===== src/rtl/sram_host_pkg.sv =====
// Shared types and constants for the sram host-side controller.
package sram_host_pkg;

  // Width of the saturating error-response counter.
  localparam int ERR_CNT_W = 8;

  // Upper bounds for the request latch fields. Instances use the low bits only.
  localparam int MAX_AW = 16;
  localparam int MAX_DW = 128;

  typedef enum logic [1:0] {
    IDLE    = 2'd0,
    ISSUE   = 2'd1,
    WAIT_RD = 2'd2,
    RESP    = 2'd3
  } sram_host_state_e;

  typedef struct packed {
    logic              write;
    logic [MAX_AW-1:0] addr;
    logic [MAX_DW-1:0] wdata;
  } sram_req_t;

  // True when a word address falls inside the implemented depth.
  function automatic logic addr_in_range(input logic [31:0] addr, input int unsigned depth);
    return (addr < depth);
  endfunction

endpackage


===== src/rtl/sram_host_ctrl.sv =====
// Host-side controller for the single-port sram: one request at a time,
// one-cycle memory strobe, registered response with range checking.
module sram_host_ctrl
  import sram_host_pkg::*;
#(
  parameter int unsigned DW    = 32,
  parameter int unsigned AW    = 4,
  parameter int unsigned DEPTH = 10
) (
  input  logic                 clk,
  input  logic                 reset_n,
  input  logic                 req_valid,
  output logic                 req_ready,
  input  logic                 req_write,
  input  logic [AW-1:0]        req_addr,
  input  logic [DW-1:0]        req_wdata,
  output logic                 rsp_valid,
  input  logic                 rsp_ready,
  output logic [DW-1:0]        rsp_rdata,
  output logic                 rsp_err,
  output logic                 mem_we,
  output logic                 mem_re,
  output logic [AW-1:0]        mem_addr,
  output logic [DW-1:0]        mem_wdata,
  input  logic [DW-1:0]        mem_rdata,
  output logic [ERR_CNT_W-1:0] err_count
);

  if (DEPTH > (32'd1 << AW)) begin : g_bad_depth
    $error("sram_host_ctrl: DEPTH exceeds 2**AW");
  end
  if ((AW > MAX_AW) || (DW > MAX_DW)) begin : g_bad_width
    $error("sram_host_ctrl: AW/DW exceed request latch width");
  end

  sram_host_state_e     state_q,     state_d;
  sram_req_t            req_q,       req_d;
  logic                 illegal_q,   illegal_d;
  logic                 mem_we_q,    mem_we_d;
  logic                 mem_re_q,    mem_re_d;
  logic                 rsp_valid_q, rsp_valid_d;
  logic [DW-1:0]        rsp_rdata_q, rsp_rdata_d;
  logic                 rsp_err_q,   rsp_err_d;
  logic [ERR_CNT_W-1:0] err_cnt_q,   err_cnt_d;

  logic addr_ok;
  assign addr_ok = addr_in_range(32'(req_addr), DEPTH);

  // State and all output registers; everything clears on reset so the
  // memory interface goes quiet immediately.
  always_ff @(posedge clk or negedge reset_n) begin
    if (!reset_n) begin
      state_q     <= IDLE;
      req_q       <= '0;
      illegal_q   <= 1'b0;
      mem_we_q    <= 1'b0;
      mem_re_q    <= 1'b0;
      rsp_valid_q <= 1'b0;
      rsp_rdata_q <= '0;
      rsp_err_q   <= 1'b0;
      err_cnt_q   <= '0;
    end else begin
      state_q     <= state_d;
      req_q       <= req_d;
      illegal_q   <= illegal_d;
      mem_we_q    <= mem_we_d;
      mem_re_q    <= mem_re_d;
      rsp_valid_q <= rsp_valid_d;
      rsp_rdata_q <= rsp_rdata_d;
      rsp_err_q   <= rsp_err_d;
      err_cnt_q   <= err_cnt_d;
    end
  end

  // Next-state and output decode. Strobes default low so each lasts one cycle.
  // Out-of-range requests also pass through ISSUE (without a strobe) so that
  // every non-read response appears one cycle after acceptance.
  always_comb begin
    state_d     = state_q;
    req_d       = req_q;
    illegal_d   = illegal_q;
    mem_we_d    = 1'b0;
    mem_re_d    = 1'b0;
    rsp_valid_d = rsp_valid_q;
    rsp_rdata_d = rsp_rdata_q;
    rsp_err_d   = rsp_err_q;
    err_cnt_d   = err_cnt_q;

    case (state_q)
      IDLE: begin
        if (req_valid) begin
          state_d = ISSUE;
          if (addr_ok) begin
            illegal_d   = 1'b0;
            req_d.write = req_write;
            req_d.addr  = MAX_AW'(req_addr);
            req_d.wdata = MAX_DW'(req_wdata);
            mem_we_d    = req_write;
            mem_re_d    = !req_write;
          end else begin
            illegal_d = 1'b1;
            if (err_cnt_q != {ERR_CNT_W{1'b1}}) begin
              err_cnt_d = err_cnt_q + 1'b1;
            end
          end
        end
      end
      ISSUE: begin
        if (illegal_q) begin
          state_d     = RESP;
          rsp_valid_d = 1'b1;
          rsp_err_d   = 1'b1;
          rsp_rdata_d = '0;
        end else if (req_q.write) begin
          state_d     = RESP;
          rsp_valid_d = 1'b1;
          rsp_err_d   = 1'b0;
          rsp_rdata_d = '0;
        end else begin
          state_d = WAIT_RD;
        end
      end
      WAIT_RD: begin
        state_d     = RESP;
        rsp_valid_d = 1'b1;
        rsp_err_d   = 1'b0;
        rsp_rdata_d = mem_rdata;
      end
      RESP: begin
        if (rsp_ready) begin
          state_d     = IDLE;
          rsp_valid_d = 1'b0;
          rsp_err_d   = 1'b0;
          rsp_rdata_d = '0;
        end
      end
      default: state_d = IDLE;
    endcase
  end

  // Only the low AW/DW bits of the latch drive the memory.
  logic unused_req_bits;
  assign unused_req_bits = ^req_q;

  assign req_ready = (state_q == IDLE);
  assign rsp_valid = rsp_valid_q;
  assign rsp_rdata = rsp_rdata_q;
  assign rsp_err   = rsp_err_q;
  assign mem_we    = mem_we_q;
  assign mem_re    = mem_re_q;
  assign mem_addr  = req_q.addr[AW-1:0];
  assign mem_wdata = req_q.wdata[DW-1:0];
  assign err_count = err_cnt_q;

endmodule

===== config.mk =====
export PLATFORM = sky130hd
export DESIGN_NAME = sram_host_ctrl
export DESIGN_NICKNAME = d
export VERILOG_FILES = /design/src/rtl/sram_host_pkg.sv /design/src/rtl/sram_host_ctrl.sv
export SDC_FILE = /design/constraint.sdc
export NUM_CORES = 1
export LEC_CHECK = 0
export BUFFER_PORTS_ARGS = -buffer_cell sky130_fd_sc_hd__buf_2
export CAP_MARGIN = 20
export CORE_MARGIN = 4
export CORE_UTILIZATION = 50
export CTS_CLUSTER_SIZE = 14
export DETAILED_ROUTE_END_ITERATION = 10
export PLACE_DENSITY = 0.84
export REMOVE_ABC_BUFFERS = 1
export SYNTH_ARGS = -nofsm -noshare
export SYNTH_HDL_FRONTEND = slang
export SYNTH_SLANG_ARGS = --single-unit
export TNS_END_PERCENT = 50

===== constraint.sdc =====
create_clock -name clk -period 3.1 [get_ports clk]
set_clock_uncertainty 0.1 [all_clocks]
set_input_delay 0.31 -clock clk [delete_from_list [all_inputs] [get_ports clk]]
set_output_delay 0.31 -clock clk [all_outputs]
set_load 0.01 [all_outputs]

==> run metrics <==
clock tree buffer depth 2; fillers 636; Critical Path Source Type flip-flop; via count roughly 3100; number of I/O pins 154; Seq. cell area 2100 sq um; Pwr Total 4.29 mW; CTS Sinks 84; post-synth cell types 39; final hold viol count 0; element type at the critical path end flip-flop; routability cong. 0.837; crit path max fanout 33; CP Class flip-flop to flip-flop; setup TNS 0 ps; Leak 2.67 nW; number of global-route vias before repair 2981; IO Port Bufs 153; grt ovf 0; r2r setup slk 700 ps; Max-Cap Viols 0; worst rel slew slack 0.270; Die H about 95 um; worst path required time 3270 ps; post-route minimum period between 2000 and 2500 ps; Final setup viols 0; via/cell ratio 4.93; worst slew pin tran 1100 ps; # nets final 595; largest net degree at the start of global routing 85; Syn. warnings 0; ANT cells 0; Post-Syn Area 3780 sq um; CTS tree built; Starting DRT DRC Count 132; final worst path period share 0.774; post-synthesis sequential area ratio 0.556; first-pass GRT wire length approximately 14000 um; Synth Register Bits 84; Routed Wire Length 8520 um; Critical Path AT ~2600 ps; clk_lat worst skew 340 ps; Slew Viols, Final 0; router iterations before antenna repair 4; cells after synthesis between 400 and 500; total CTS buffers 9; antenna-violating nets left 0; Starting Density 0.518; Post-DP HPWL 6260 um; multi-input combinational cell area 1240 sq um; Power Density 946 nW/um^2; htree depth 3; GRT Total Usage 0.198; status finished clean; num rows 31; CORE AREA between 7000 and 8000 sq um; DRC viols 0; Worst-path clk slew 80 ps; DIE WIDTH 94.9 um; Area growth syn-to-layout 20.0%; worst hold path type input pin to flip-flop; antenna violations before repair 0; Avg WL per Cell 13.7 um; DIE AREA 9010 sq um; average cell area after synthesis between 9 and 10 sq um; maximum vdd drop around 360 uV; RSZ-0062 raised after global routing false; clk root buf clkbuf_8; Max Freq 417 MHz; share of layout cells above drive strength 1 0.347
==> report_power, final <==
group / switching (mW) / internal [mW]
registers: 0.253 / 1.53
logic: 1.09 / 0.651
clock network: 0.364 / 0.394
==> cell families after synthesis <==
| logic type | share of synthesized area |
|---|---|
| buffers and inverters | 0.117 |
| AND/OR/NAND/NOR | 0.260 |
| XOR/XNOR | 0.00464 |
| multiplexers | 0.0116 |
| flip-flops | 0.556 |
| AO/OA/AOI/OAI | 0.0338 |
| adder cells (fa/ha/maj) | 0.0166 |
==> area by class of cell <==
class / count / area share
clock buffers: 12 / 0.0320
clock inverters: 4 / 0.0108
inverters: 6 / 0.00497
multi-input cells: 257 / 0.274
flip-flops and latches: 84 / 0.464
well taps: 99 / 0.0273
repair buffers: 159 / 0.187
==> worst max-delay path, cell delays in order (launching register included) <==
cell	delay, ps
dfrtp_1	420
inv_1	130
ha_1	470
or3_1	920
nand2_1	160
nand2_1	110
==> registers in the layout, indices dropped and copies added, names as in the netlist <==
register   cells
illegal_q      1
rsp_rdata     32
mem_wdata     32
req_q          1
rsp_valid      1
mem_addr       4
err_count      8
mem_we         1
rsp_err        1
mem_re         1
state_q        2
==> cells in the mapped netlist, drive strengths merged <==
library cell / number / share of area
nand2: 174 / 0.17
dfrtp: 84 / 0.56
buf: 49 / 0.11
nand3: 39 / 0.053
clkbuf: 6 / 0.0060
inv: 6 / 0.0060
ha: 5 / 0.017
nor2: 4 / 0.0060
o21ai: 4 / 0.0083
mux2: 3 / 0.0089
nand4: 3 / 0.0050
a21o: 2 / 0.0043
a21oi: 2 / 0.0026
nor2b: 2 / 0.0033
nor3: 2 / 0.0070
o22a: 2 / 0.0046
o31ai: 2 / 0.0040
xnor2: 2 / 0.0046
a21boi: 1 / 0.0020
a22oi: 1 / 0.0020
a31oi: 1 / 0.0017
and2: 1 / 0.0017
and3: 1 / 0.0017
and4: 1 / 0.0023
mux2i: 1 / 0.0026
nor3b: 1 / 0.0033
o21a: 1 / 0.0020
o41ai: 1 / 0.0023
or3: 1 / 0.0017
==> layer usage <==
| layer | share of wire | vias up | GRT usage |
|---|---|---|---|
| met5 | 0 | - | 0 |
| met1 | 0.39 | 1443 | 0.234 |
| li1 | - | 1476 | - |
| met4 | 0.011 | 0 | 0.0625 |
| met2 | 0.50 | 134 | 0.343 |
| met3 | 0.10 | 9 | 0.0645 |
==> timing repair <==
item	CTS	global route
hold buffers	0	1
resized for setup	0	0
endpoints found under the hold margin	0	9
setup buffers	0	0
==> cell usage in the layout (no fill, tap or decap), types with 2 or more instances in the layout <==
master and instances:
buf_2 152, o22a_1 2, nor2_1 3, ha_1 5, inv_1 6, xnor2_1 2
o21ai_0 3, a21oi_1 2, buf_4 4, mux2_1 3, nand2_1 173, clkbuf_1 2
dfrtp_1 84, o31ai_1 2, nand4_1 3, clkinv_2 2, nor3_4 2, clkbuf_8 10
nand3_1 38
==> through the flow <==
step,instance area (sq um),setup WS (ps),instances,hold slack (ps),utilization
global placement,4300,834,603,344,0.590
CTS,4490,742,619,38.9,0.616
finish,4530,702,621,50.4,0.621
detailed placement,4300,773,603,352,0.590
global route,4530,538,621,28.9,0.621
floorplan,3360,317,347,-85.6,-
==> worst paths after layout <==
kind,startpoint,depth (start not counted),endpoint
worst max-delay path,state_q[0],5,rsp_rdata[27]
worst min-delay path,req_write,2,mem_re
worst max register to register,state_q[0],5,rsp_rdata[27]
worst min register to register,rsp_rdata[10],2,rsp_rdata[10]
max in group asynchronous,reset_n,3,mem_wdata[20]
min in group asynchronous,reset_n,2,rsp_rdata[7]
Power figures use the tool's default switching activity.
